**src/rtl/mixer_pkg.sv**
```systemverilog
// Shared constants and helpers for the mixer gain slewer.
// Channel order matches the waveform_mixer gain_* ports.
package mixer_pkg;

   localparam int NUM_MIX_CH = 6;
   localparam int GAIN_W     = 8;

   typedef enum logic [2:0] {
      CH_SQUARE    = 3'd0,
      CH_SAWTOOTH  = 3'd1,
      CH_TRIANGLE  = 3'd2,
      CH_SINE      = 3'd3,
      CH_NOISE     = 3'd4,
      CH_WAVETABLE = 3'd5
   } mix_ch_e;

   // Target the slew actually chases: zero while muted.
   function automatic logic [GAIN_W-1:0] eff_tgt(
      input logic              mute,
      input logic [GAIN_W-1:0] tgt
   );
      return mute ? '0 : tgt;
   endfunction

endpackage

```
**src/rtl/gain_slew_chan.sv**
```systemverilog
// One channel: stored target, live gain and clamped step toward
// the effective target. Mismatch flag looks at next-state values.
module gain_slew_chan
   import mixer_pkg::*;
#(
   parameter int STEP_W = 4
) (
   input  logic              clk,
   input  logic              rst_n,
   input  logic              i_tick,
   input  logic [STEP_W-1:0] i_step,
   input  logic              i_wr,
   input  logic              i_imm,
   input  logic [GAIN_W-1:0] i_wdata,
   input  logic              i_mute,
   output logic [GAIN_W-1:0] o_cur,
   output logic              o_mismatch
);

   localparam int DW = GAIN_W + 1;

   logic [GAIN_W-1:0] r_tgt;
   logic [GAIN_W-1:0] r_cur;
   logic [GAIN_W-1:0] w_eff;
   logic [DW-1:0]     w_diff;
   logic [DW-1:0]     w_mag;
   logic [DW-1:0]     w_stepx;
   logic [GAIN_W-1:0] w_step8;
   logic [GAIN_W-1:0] w_stepped;
   logic [GAIN_W-1:0] w_cur_nxt;
   logic [GAIN_W-1:0] w_tgt_nxt;

   assign w_eff   = eff_tgt(i_mute, r_tgt);
   assign w_diff  = {1'b0, w_eff} - {1'b0, r_cur};
   assign w_mag   = w_diff[DW-1] ? (~w_diff + DW'(1)) : w_diff;
   assign w_stepx = DW'(i_step);
   assign w_step8 = GAIN_W'(i_step);

   // Clamp to the target when within one step, so no overshoot or wrap.
   always_comb begin
      w_stepped = r_cur;
      if (w_mag <= w_stepx) begin
         w_stepped = w_eff;
      end else if (w_diff[DW-1]) begin
         w_stepped = r_cur - w_step8;
      end else begin
         w_stepped = r_cur + w_step8;
      end
   end

   // Immediate write overrides any same-cycle step; the step sees the old target.
   always_comb begin
      w_cur_nxt = r_cur;
      w_tgt_nxt = r_tgt;
      if (i_wr) begin
         w_tgt_nxt = i_wdata;
      end
      if (i_wr && i_imm) begin
         w_cur_nxt = eff_tgt(i_mute, i_wdata);
      end else if (i_tick) begin
         w_cur_nxt = w_stepped;
      end
   end

   assign o_mismatch = (w_cur_nxt != eff_tgt(i_mute, w_tgt_nxt));
   assign o_cur      = r_cur;

   // Target and live gain registers.
   always_ff @(posedge clk or negedge rst_n) begin
      if (!rst_n) begin
         r_tgt <= '0;
         r_cur <= '0;
      end else begin
         r_tgt <= w_tgt_nxt;
         r_cur <= w_cur_nxt;
      end
   end

endmodule

```
**src/rtl/mixer_gain_slewer.sv**
```systemverilog
// Gain slewer for waveform_mixer: prescaler, write decode, status.
// Optional mute port enabled by defining MIXER_GAIN_MUTE_EN.
module mixer_gain_slewer
   import mixer_pkg::*;
#(
   parameter int DIV_W  = 16,
   parameter int STEP_W = 4
) (
   input  logic              clk,
   input  logic              rst_n,
   input  logic              wr_en,
   input  logic [2:0]        wr_ch,
   input  logic [GAIN_W-1:0] wr_data,
   input  logic              wr_immediate,
   input  logic [DIV_W-1:0]  tick_div,
   input  logic [STEP_W-1:0] step,
`ifdef MIXER_GAIN_MUTE_EN
   input  logic              mute,
`endif
   output logic [GAIN_W-1:0] gain_square,
   output logic [GAIN_W-1:0] gain_sawtooth,
   output logic [GAIN_W-1:0] gain_triangle,
   output logic [GAIN_W-1:0] gain_sine,
   output logic [GAIN_W-1:0] gain_noise,
   output logic [GAIN_W-1:0] gain_wavetable,
   output logic              ramping,
   output logic              settled
);

   logic [DIV_W-1:0]      r_cnt;
   logic [DIV_W-1:0]      w_last;
   logic                  w_tick;
   logic                  w_mute;
   logic [NUM_MIX_CH-1:0] w_wr;
   logic [NUM_MIX_CH-1:0] w_mis;
   logic [GAIN_W-1:0]     w_cur [NUM_MIX_CH];
   logic                  r_ramp;
   logic                  r_ramp_d;
   logic                  r_settled;

`ifdef MIXER_GAIN_MUTE_EN
   assign w_mute = mute;
`else
   assign w_mute = 1'b0;
`endif

   // A period of 0 behaves as 1; >= lets a lowered period tick at once.
   assign w_last = (tick_div == '0) ? '0 : (tick_div - DIV_W'(1));
   assign w_tick = (r_cnt >= w_last);

   // Prescaler counter.
   always_ff @(posedge clk or negedge rst_n) begin
      if (!rst_n) begin
         r_cnt <= '0;
      end else begin
         r_cnt <= w_tick ? '0 : (r_cnt + DIV_W'(1));
      end
   end

   for (genvar i = 0; i < NUM_MIX_CH; i++) begin : g_chan
      assign w_wr[i] = wr_en && (wr_ch == 3'(i));

      gain_slew_chan #(
         .STEP_W (STEP_W)
      ) u_chan (
         .clk        (clk),
         .rst_n      (rst_n),
         .i_tick     (w_tick),
         .i_step     (step),
         .i_wr       (w_wr[i]),
         .i_imm      (wr_immediate),
         .i_wdata    (wr_data),
         .i_mute     (w_mute),
         .o_cur      (w_cur[i]),
         .o_mismatch (w_mis[i])
      );
   end

   // Ramping status, its delayed copy, and the settled pulse after the fall.
   always_ff @(posedge clk or negedge rst_n) begin
      if (!rst_n) begin
         r_ramp    <= 1'b0;
         r_ramp_d  <= 1'b0;
         r_settled <= 1'b0;
      end else begin
         r_ramp    <= |w_mis;
         r_ramp_d  <= r_ramp;
         r_settled <= r_ramp_d & ~r_ramp;
      end
   end

   assign gain_square    = w_cur[CH_SQUARE];
   assign gain_sawtooth  = w_cur[CH_SAWTOOTH];
   assign gain_triangle  = w_cur[CH_TRIANGLE];
   assign gain_sine      = w_cur[CH_SINE];
   assign gain_noise     = w_cur[CH_NOISE];
   assign gain_wavetable = w_cur[CH_WAVETABLE];
   assign ramping        = r_ramp;
   assign settled        = r_settled;

endmodule
```
**config.mk**
```make
export PLATFORM = sky130hd
export DESIGN_NAME = mixer_gain_slewer
export DESIGN_NICKNAME = d
export VERILOG_FILES = /design/src/rtl/mixer_pkg.sv /design/src/rtl/gain_slew_chan.sv /design/src/rtl/mixer_gain_slewer.sv
export SDC_FILE = /design/constraint.sdc
export NUM_CORES = 1
export LEC_CHECK = 0
export BUFFER_PORTS_ARGS = -buffer_cell sky130_fd_sc_hd__buf_2
export CORE_MARGIN = 3
export CORE_UTILIZATION = 63
export CTS_BUF_LIST = sky130_fd_sc_hd__clkbuf_16
export DETAILED_ROUTE_END_ITERATION = 8
export PLACE_DENSITY_LB_ADDON = 0.2
export SYNTH_ARGS = -nofsm -noshare
export SYNTH_HDL_FRONTEND = slang
export SYNTH_SLANG_ARGS = --single-unit
export TNS_END_PERCENT = 20
```
**constraint.sdc**
```tcl
create_clock -name clk -period 6.6 [get_ports clk]
set_clock_uncertainty 0.2 [all_clocks]
set_input_delay 0.99 -clock clk [delete_from_list [all_inputs] [get_ports clk]]
set_output_delay 0.99 -clock clk [all_outputs]
set_load 0.03 [all_outputs]
```
== Word level (Yosys, flattened, before mapping) ==
Cells that the tools add are included.
W data, S select, Z words.

* Register bits: 115
* Output and inout bits: 50
* Word-level logic and storage cells: 121

* Add/subtract/negate cells: 26
* Order comparisons: 7
* Equal/unequal tests: 11
* Mux-type cells: 38
* Bitwise logic cells: 8
* Reductions and logical operators: 15

{| class="wikitable"
|+ Operators by type and width
! kind !! count
|-
| $mux W8 || 30
|-
| $add A9 B1 Y9 const B || 6
|-
| $le A9 B4 Y1 || 6
|-
| $mux W9 || 6
|-
| $not A9 Y9 || 6
|-
| $sub A8 B8 Y9 || 6
|-
| $add A8 B4 Y8 || 6
|-
| $ne A8 B8 Y1 || 6
|-
| $sub A8 B4 Y8 || 6
|-
| $mux W16 || 2
|-
| $add A16 B1 Y16 const B || 1
|-
| $ge A16 B16 Y1 || 1
|-
| $logic_not A16 Y1 || 1
|-
| $sub A16 B1 Y16 const B || 1
|-
| $logic_and A1 B1 Y1 || 12
|-
| $eq A3 B2 Y1 const B || 2
|-
| $eq A3 B3 Y1 const B || 2
|-
| $reduce_or A6 Y1 || 1
|-
| $eq A3 B1 Y1 const B || 1
|-
| $logic_not A3 Y1 || 1
|-
| $and A1 B1 Y1 || 1
|-
| $not A1 Y1 || 1
|}

== Longest topological paths before layout ==
Gate-level depths: netlist (run 1).

* Word-level depth: 10
* Mapped depth: 24

== Modules after synthesis ==
Synthesis (run 1) repeated with hierarchy kept, for this count alone.

* Cell total of the unflattened synthesis: 1,784
* Area total of the unflattened synthesis: 14,935.6 um^2

{| class="wikitable"
|+ By module, submodules not included
! module !! times used !! cells each !! area each (um^2) !! sequential area each (um^2)
|-
| gain_slew_chan (g_chan[1].u_chan ...) || 3 || 249 || 2,150.8 || 400.4
|-
| gain_slew_chan (g_chan[3].u_chan) || 1 || 298 || 2,346.0 || 400.4
|-
| gain_slew_chan (g_chan[0].u_chan) || 1 || 271 || 2,210.9 || 400.4
|-
| gain_slew_chan (g_chan[2].u_chan) || 1 || 275 || 2,199.6 || 400.4
|-
| mixer_gain_slewer || 1 || 193 || 1,726.7 || 475.5
|}

== Least setup slack after synthesis (run 1) ==
Ideal clock, no wire load.

* Path type: register to register
* From: register g_chan[3].u_chan.r_cur[0]
* To: register r_ramp (netlist: ramping)
* Setup time: 0.140 ns
* Arrival time: 5.227 ns
* Setup slack: 1.033 ns
* Stages on the path, launching flop included: 24
* Buffers on the path: 2
* Period minus slack after synthesis: 5.567 ns
* Cells stage by stage: dfrtp_1 -> ha_1 -> fa_1 -> nor2b_1 -> o2111a_1 -> o21ai_1 -> o21ai_0 -> clkbuf_1 -> nor2_1 -> a21oi_1 -> ha_1 -> nor2b_1 -> o21a_1 -> o21a_1 -> o21a_1 -> a211oi_1 -> o21a_1 -> buf_4 -> mux2_1 -> a32oi_2 -> nand4_1 -> or4_1 -> nor4_1 -> nand4_1

* Word-level cells in the longest chain between the ends: 10
* Elaborated cells between the ends (all ways): 13

{| class="wikitable"
|+ Ends and longest elaborated chain
! element !! RTL line !! text
|-
| start: declaration || gain_slew_chan.sv:23 || <nowiki>logic [GAIN_W-1:0] r_cur;</nowiki>
|-
| start signal: assignment || gain_slew_chan.sv:75 || <nowiki>r_cur <= w_cur_nxt;</nowiki>
|-
| $sub A8 B8 Y9 || gain_slew_chan.sv:34 || <nowiki>assign w_diff = {1'b0, w_eff} - {1'b0, r_cur};</nowiki>
|-
| $not A9 Y9 || gain_slew_chan.sv:35 || <nowiki>assign w_mag = w_diff[DW-1] ? (~w_diff + DW'(1)) : w_diff;</nowiki>
|-
| $add A9 B1 Y9 || gain_slew_chan.sv:35 ||
|-
| $mux W9 || gain_slew_chan.sv:35 ||
|-
| $le A9 B4 Y1 || gain_slew_chan.sv:42 || <nowiki>if (w_mag <= w_stepx) begin</nowiki>
|-
| $mux W8 || gain_slew_chan.sv:42 ||
|-
| $mux W8 (*) || gain_slew_chan.sv:60 || <nowiki>end else if (i_tick) begin</nowiki>
|-
| $mux W8 (*) || gain_slew_chan.sv:58 || <nowiki>if (i_wr && i_imm) begin</nowiki>
|-
| $ne A8 B8 Y1 (*) || gain_slew_chan.sv:65 || <nowiki>assign o_mismatch = (w_cur_nxt != eff_tgt(i_mute, w_tgt_nxt));</nowiki>
|-
| $reduce_or A6 Y1 (*) || mixer_gain_slewer.sv:86 || <nowiki>r_ramp <= |w_mis;</nowiki>
|-
| end signal: assignment || mixer_gain_slewer.sv:86 ||
|-
| end: declaration || mixer_gain_slewer.sv:37 || <nowiki>logic r_ramp;</nowiki>
|}

Every way passes the cells marked *; elsewhere a longest branch is shown, timed or not.

== Final worst setup path (run 1) ==
Same ends and word-level chain as after synthesis.

==> flow_summary.json, run 1 <==
{
  "rr_worst_depth": 21,
  "cts_resized": 0,
  "antennaDiodeCount": 0,
  "fmax_ghz": 0.164,
  "cp-start-kind": "flip-flop",
  "rrSetupSlack_ns": 0.51,
  "hp-start": "r_ramp_d$_DFF_PN0_",
  "io_pins": 85,
  "postCtsHoldBufs": 0,
  "maxCapViolCount": 0,
  "synth_nets": 1806,
  "synth_common_cells": "nand2_1 (153), ha_1 (141), nor2_1 (126)",
  "drt-vias-per-instance": 6.63,
  "min_to": "settled$_DFF_PN0_",
  "critical_path.most_common_cell": "o21a_1",
  "min_period_over_period_pct": 92.3,
  "cts_buffers": 17,
  "grt_use_met3_pct": 6.56,
  "drive_gt1_share_pct": 12.3,
  "layoutNonFillerInstCount": 1967,
  "syn_area_um2": 13200,
  "syn_avg_cell_area_um2": 8.13,
  "grtUsageTotal_pct": 36.9,
  "setup_viol": 0,
  "drc_errors": 0,
  "dp_cells": 1935,
  "vias": 13000,
  "ys_ff_latch": 115,
  "final_hold_viol_count": 0,
  "endpoint_kind": "flip-flop",
  "routedWlPerCell_um": 21.2,
  "met2_usage_pct": 58.5,
  "status": "finished clean",
  "gp_congestion": 0.979,
  "htreeDepth": 4,
  "drt_iter0_drc": 1502,
  "die_h_um": 150,
  "area_growth_pct": 9.70,
  "slew_viol_final": 0,
  "crit_arrival_ns": 6.19,
  "synthFlopType": "dfrtp_1",
  "dieArea_um2": 22600,
  "place_area_um2": 13900,
  "cts_tree": "yes",
  "tightest_slew_ns": 1.19,
  "min_path_cells": 1,
  "grt_pass1_wl_mm": 65.5,
  "slowest_delay_ns": 0.53,
  "synth_top_area_cell": "dfrtp_1",
  "first_pass_iters": 7,
  "wirelength_mm": 41.7,
  "clockRootBuffer": "clkbuf_16",
  "dpl.hpwl_mm": 31.7,
  "timing.rr.end": "ramping$_DFF_PN0_",
  "die_w_um": 150,
  "antenna_found_initial": 0,
  "ys_warn_count": 0,
  "grt_max_degree": 65,
  "yosysMostFrequentCell": "nand2_1",
  "nets": 1872,
  "synth.area.top_cells": "dfrtp_1 (22%), ha_1 (13%), nand2_1 (4.4%)",
  "worstPathRequired_ns": 6.70,
  "path_clk_slew_ns": 0.06,
  "grt_pass1_vias": 12500,
  "numPortBuffers": 84,
  "yosysTopAreaCellShare_pct": 21.9,
  "period_needed_ns": 6.09,
  "ys_types": 102,
  "synth_edf_count": 0,
  "rows": 52,
  "fin_hold_ws_ns": 0.278,
  "top_usage_layer": "met2",
  "r2r-start": "g_chan[3].u_chan.o_cur[0]$_DFF_PN0_",
  "clock_latency_ns": 0.43,
  "core_region_area_um2": 20400,
  "ys_seq_area_share_pct": 21.9,
  "ant_nets": 0,
  "grt_overflow": 0,
  "async_flop_share_pct": 100,
  "clock_sinks": 115,
  "stdcell_area_um2": 14400,
  "cts_setup_buffers": 0,
  "grt.met1_usage_pct": 48.5,
  "synthCells": 1618,
  "maxSlewHeadroom_pct": 20.3,
  "clockBufferDepth": 2,
  "initial_utilization_pct": 64.6,
  "cp_slowest_cell": "or4_1",
  "hp-class": "reg -> reg",
  "rsz0062_at_grt": "false",
  "tns_ns": 0,
  "cp_max_fo": 8,
  "crit_type": "reg -> reg",
  "crit_chain": "ha_1 > fa_1 > nor2b_1 > o2111a_1 > o21ai_1 > o21ai_0 > nor2_1 > a21oi_1 > ha_1 > nor2b_1 > o21a_1 > o21a_1 > o21a_1 > a211oi_1 > o21a_1 > mux2_1 > a32oi_2 > nand4_1 > or4_1 > nor4_1 > nand4_1"
}
## area by class of cell
cell class	count	area [µm²]
clock inverter	15	136
inverter	125	469
tap	270	338
sequential	115	2880
clock buffer	17	425
multi-input combinational	1318	9570
fill	1612	5940
timing repair buffer	107	608
## critical path: cells and delay by family, from the launching register on
family | cells | cell delay, ns
and+or+nand+nor | 7 | 1.42
muxes | 1 | 0.46
DFF | 1 | 0.45
AOI/OAI and AO/OA | 10 | 2.47
adders and majority gates | 3 | 0.95
## cell usage in the layout, fill, tap and decap left out, drive strengths merged, types with 7 or more instances in the layout
cell | Yosys | layout
nor4 | 9 | 9
xor2 | 44 | 44
o2111a | 7 | 7
nand2 | 153 | 153
nor2b | 34 | 34
a22oi | 8 | 8
inv | 124 | 126
and2 | 14 | 14
o211ai | 21 | 21
a2111oi | 11 | 11
a211oi | 27 | 27
mux2i | 45 | 45
dfrtp | 115 | 115
clkbuf | 49 | 17
buf | 11 | 107
clkinv | 1 | 7
ha | 141 | 141
nand4 | 14 | 14
or2 | 14 | 14
nand3 | 35 | 35
o2111ai | 9 | 9
o31ai | 12 | 12
a21o | 32 | 32
a21oi | 88 | 88
and3 | 9 | 9
o21a | 29 | 29
fa | 12 | 12
o21ai | 122 | 122
mux2 | 31 | 31
nor3 | 35 | 35
nor2 | 126 | 126
a31oi | 16 | 16
xnor2 | 59 | 59
a21boi | 7 | 7
o22ai | 8 | 8
or4 | 9 | 9
nand2b | 23 | 23
## sequential cells by signal (all words and copies together), names as in the netlist
register / count
r_cnt: 16
r_ramp_d: 1
g_chan.u_chan.r_tgt: 48
settled: 1
g_chan.u_chan.o_cur: 48
ramping: 1
## through the flow
step	utilization (%)	setup slack (ns)
after floorplan	-	1.03
after global placement	68.1	0.599
after detailed placement	68.1	0.466
after CTS	70.8	0.559
after global routing	70.8	0.0722
final	70.8	0.511
## logic make-up (layout without fill, tap and decap cells)
logic type | Yosys count | in the layout | synth area share [%]
buf+inv | 185 | 264 | 5.57
compound gates | 473 | 473 | 24.7
fa+ha+maj | 153 | 153 | 15.2
xor+xnor | 105 | 105 | 7.20
simple gates | 511 | 511 | 19.3
mux | 76 | 76 | 6.11
flops | 115 | 115 | 21.9
## metal layers
layer	wire, µm	share of wire, %
met2	18800	45
met4	2390	5.7
met5	0	0
met3	3630	8.7
met1	16900	41
## how the worst max path moves through the flow
stage / start / end / slack, ns / cells after the start
floorplan: g_chan[3].u_chan.o_cur[0]$_DFF_PN0_ / ramping$_DFF_PN0_ / 1.03 / 23
global placement: g_chan[3].u_chan.o_cur[0]$_DFF_PN0_ / ramping$_DFF_PN0_ / 0.60 / 21
detailed placement: tick_div[4] / ramping$_DFF_PN0_ / 0.47 / 20
CTS: g_chan[3].u_chan.o_cur[0]$_DFF_PN0_ / ramping$_DFF_PN0_ / 0.56 / 21
global route: g_chan[3].u_chan.o_cur[0]$_DFF_PN0_ / ramping$_DFF_PN0_ / 0.07 / 21
finish: g_chan[3].u_chan.o_cur[0]$_DFF_PN0_ / ramping$_DFF_PN0_ / 0.51 / 21
Power of run 1 is not shown: default switching activity piles up to over one toggle a cycle in this logic, so the estimate is an artifact.
==> run 2: changes to the inputs <==
--- a/config.mk
+++ b/config.mk
@@ -5,11 +5,13 @@
 export SDC_FILE = /design/constraint.sdc
 export NUM_CORES = 1
 export LEC_CHECK = 0
+export ABC_AREA = 1
 export BUFFER_PORTS_ARGS = -buffer_cell sky130_fd_sc_hd__buf_2
 export CORE_MARGIN = 3
 export CORE_UTILIZATION = 63
 export CTS_BUF_LIST = sky130_fd_sc_hd__clkbuf_16
 export DETAILED_ROUTE_END_ITERATION = 8
+export GPL_TIMING_DRIVEN = 0
 export PLACE_DENSITY_LB_ADDON = 0.2
 export SYNTH_ARGS = -nofsm -noshare
 export SYNTH_HDL_FRONTEND = slang
==> run 2 against run 1 <==
Net effect: synthesized cell count increased by 33%; area after synthesis increased by 1.8%; maximum frequency increased by 13%; highest routed layer unchanged.
==> flow_summary.json, run 2 <==
{
  "status": "finished clean",
  "synthCells": 2149,
  "area_growth_pct": 9.98,
  "tightest_slew_ns": 0.990,
  "synth.area.top_cells": "dfrtp_1 (21%), nand2_1 (19%), ha_1 (13%)",
  "crit_arrival_ns": 5.49,
  "cts_resized": 0,
  "hp-class": "in -> async",
  "initial_utilization_pct": 65.1,
  "fmax_ghz": 0.186,
  "ys_warn_count": 0,
  "dieArea_um2": 23000,
  "startpoint": "tick_div[0]",
  "yosysTopAreaCellShare_pct": 21.5,
  "gp_congestion": 0.951,
  "r2r-start": "g_chan[4].u_chan.r_tgt[0]$_DFF_PN0_",
  "clock_latency_ns": 0.42,
  "core_region_area_um2": 20600,
  "path_clk_slew_ns": 0.06,
  "cts_tree": "yes",
  "endpoint_kind": "flip-flop",
  "place_ws_ns": 0.904,
  "tns_ns": 0,
  "clockRootBuffer": "clkbuf_16",
  "drt_iter0_drc": 1352,
  "rsz0062_at_grt": "false",
  "final_hold_viol_count": 0,
  "wirelength_mm": 40.3,
  "cp_max_fo": 10,
  "final_cell_mix": "nand2_1 (669), inv_1 (384), nand3_1 (179)",
  "ant_nets": 0,
  "crit_type": "in -> reg",
  "grt_pass1_vias": 13600,
  "die_w_um": 152,
  "top_layer_used": "met4",
  "clockBufferDepth": 2,
  "drc_errors": 0,
  "cts_buffers": 17,
  "critical_path.most_common_cell": "nand2_1",
  "synth_common_cells": "nand2_1 (669), inv_1 (382), nand3_1 (179)",
  "clock_sinks": 115,
  "yosysMostFrequentCell": "nand2_1",
  "htreeDepth": 4,
  "final_common_cell": "nand2_1",
  "dpl.hpwl_mm": 30.4,
  "period_needed_ns": 5.39,
  "drive_gt1_share_pct": 7.69,
  "postCtsHoldBufs": 0,
  "min_period_over_period_pct": 81.6,
  "synth_top_area_cell": "dfrtp_1",
  "grt_pass1_wl_mm": 65.3,
  "synthFlopType": "dfrtp_1",
  "maxCapViolCount": 0,
  "fin_ws_ns": 1.21,
  "met3_length_mm": 3.74,
  "synth_edf_count": 0,
  "antennaDiodeCount": 0,
  "first_pass_iters": 6,
  "syn_area_um2": 13400,
  "rows": 52,
  "grtUsageTotal_pct": 34.4,
  "slowest_delay_ns": 0.68,
  "ys_seq_area_share_pct": 21.5,
  "die_h_um": 152,
  "grt_overflow": 0,
  "cp_slowest_cell": "clkbuf_1",
  "cts_setup_buffers": 0,
  "ys_types": 42,
  "synth_nets": 2337,
  "grt_max_degree": 98,
  "syn_avg_cell_area_um2": 6.23,
  "vias": 14300,
  "fin_hold_ws_ns": 0.200,
  "io_pins": 85,
  "worstPathRequired_ns": 6.70,
  "cp-start-kind": "primary input",
  "nets": 2440,
  "slew_viol_final": 0,
  "antenna_found_initial": 0,
  "maxSlewHeadroom_pct": 33.8,
  "setup_viol": 0,
  "routedWlPerCell_um": 15.9,
  "wl_met2_mm": 18.1,
  "met1_length_mm": 16.3,
  "async_flop_share_pct": 100,
  "numPortBuffers": 83,
  "ys_ff_latch": 115,
  "drt-vias-per-instance": 5.66
}
[run 2: changes by cell type after synthesis, moves of 36 or more]
cell,previous run,this run
nand3b_1,6,42
nand2_1,153,669
o21ai_0,114,165
nand3_1,34,179
inv_1,124,382
mux2i_1,45,0
[run 2: worst paths after layout]
kind,to,slack [ns],cells past startpoint
setup / recovery,ramping$_DFF_PN0_,1.21,32
hold / removal,r_cnt[2]$_DFF_PN0_,0.20,1
setup reg to reg,ramping$_DFF_PN0_,1.47,28
hold reg to reg,settled$_DFF_PN0_,0.26,2
max in group asynchronous,g_chan[1].u_chan.r_tgt[2]$_DFF_PN0_,5.22,2
min in group clk,settled$_DFF_PN0_,0.26,2
[run 2: layout make-up]
type / count / area, µm²
Timing Repair Buffer: 84 / 449
Fill cell: 1826 / 5830
Multi-Input combinational cell: 1604 / 8870
Tap cell: 270 / 338
Sequential cell: 115 / 2880
Clock buffer: 17 / 425
Clock inverter: 14 / 124
Inverter: 400 / 1500
Buffer: 30 / 145
[run 2: routing by layer]
metal,vias up,global-route usage [%]
li1,7042,-
met2,661,55.6
met4,0,18.4
met1,6486,44.4
met3,155,5.52
met5,-,0
[run 2: logic make-up after synthesis]
kind of cell | synth area share [%]
compound gates | 11.8
xor+xnor | 4.05
simple gates | 35.3
flops | 21.5
buf+inv | 12.3
fa+ha+maj | 15.0
[run 2: per-stage QoR]
stage	utilization [%]	std cells	cell area, µm²
global placement	68.8	2502	14100
detailed placement	69.0	2503	14200
finish	71.6	2534	14700
CTS	71.6	2534	14700
floorplan	-	2149	13400
global route	71.6	2534	14700
[run 2: critical path, delay by kind of cell]
family / cells / cell delay, ns
buffers and inverters: 9 / 1.48
AND/OR/NAND/NOR: 18 / 2.09
AO/OA/AOI/OAI: 3 / 0.42
adder cells (fa/ha/maj): 2 / 0.50
Power of run 2 is left out for the same reason.
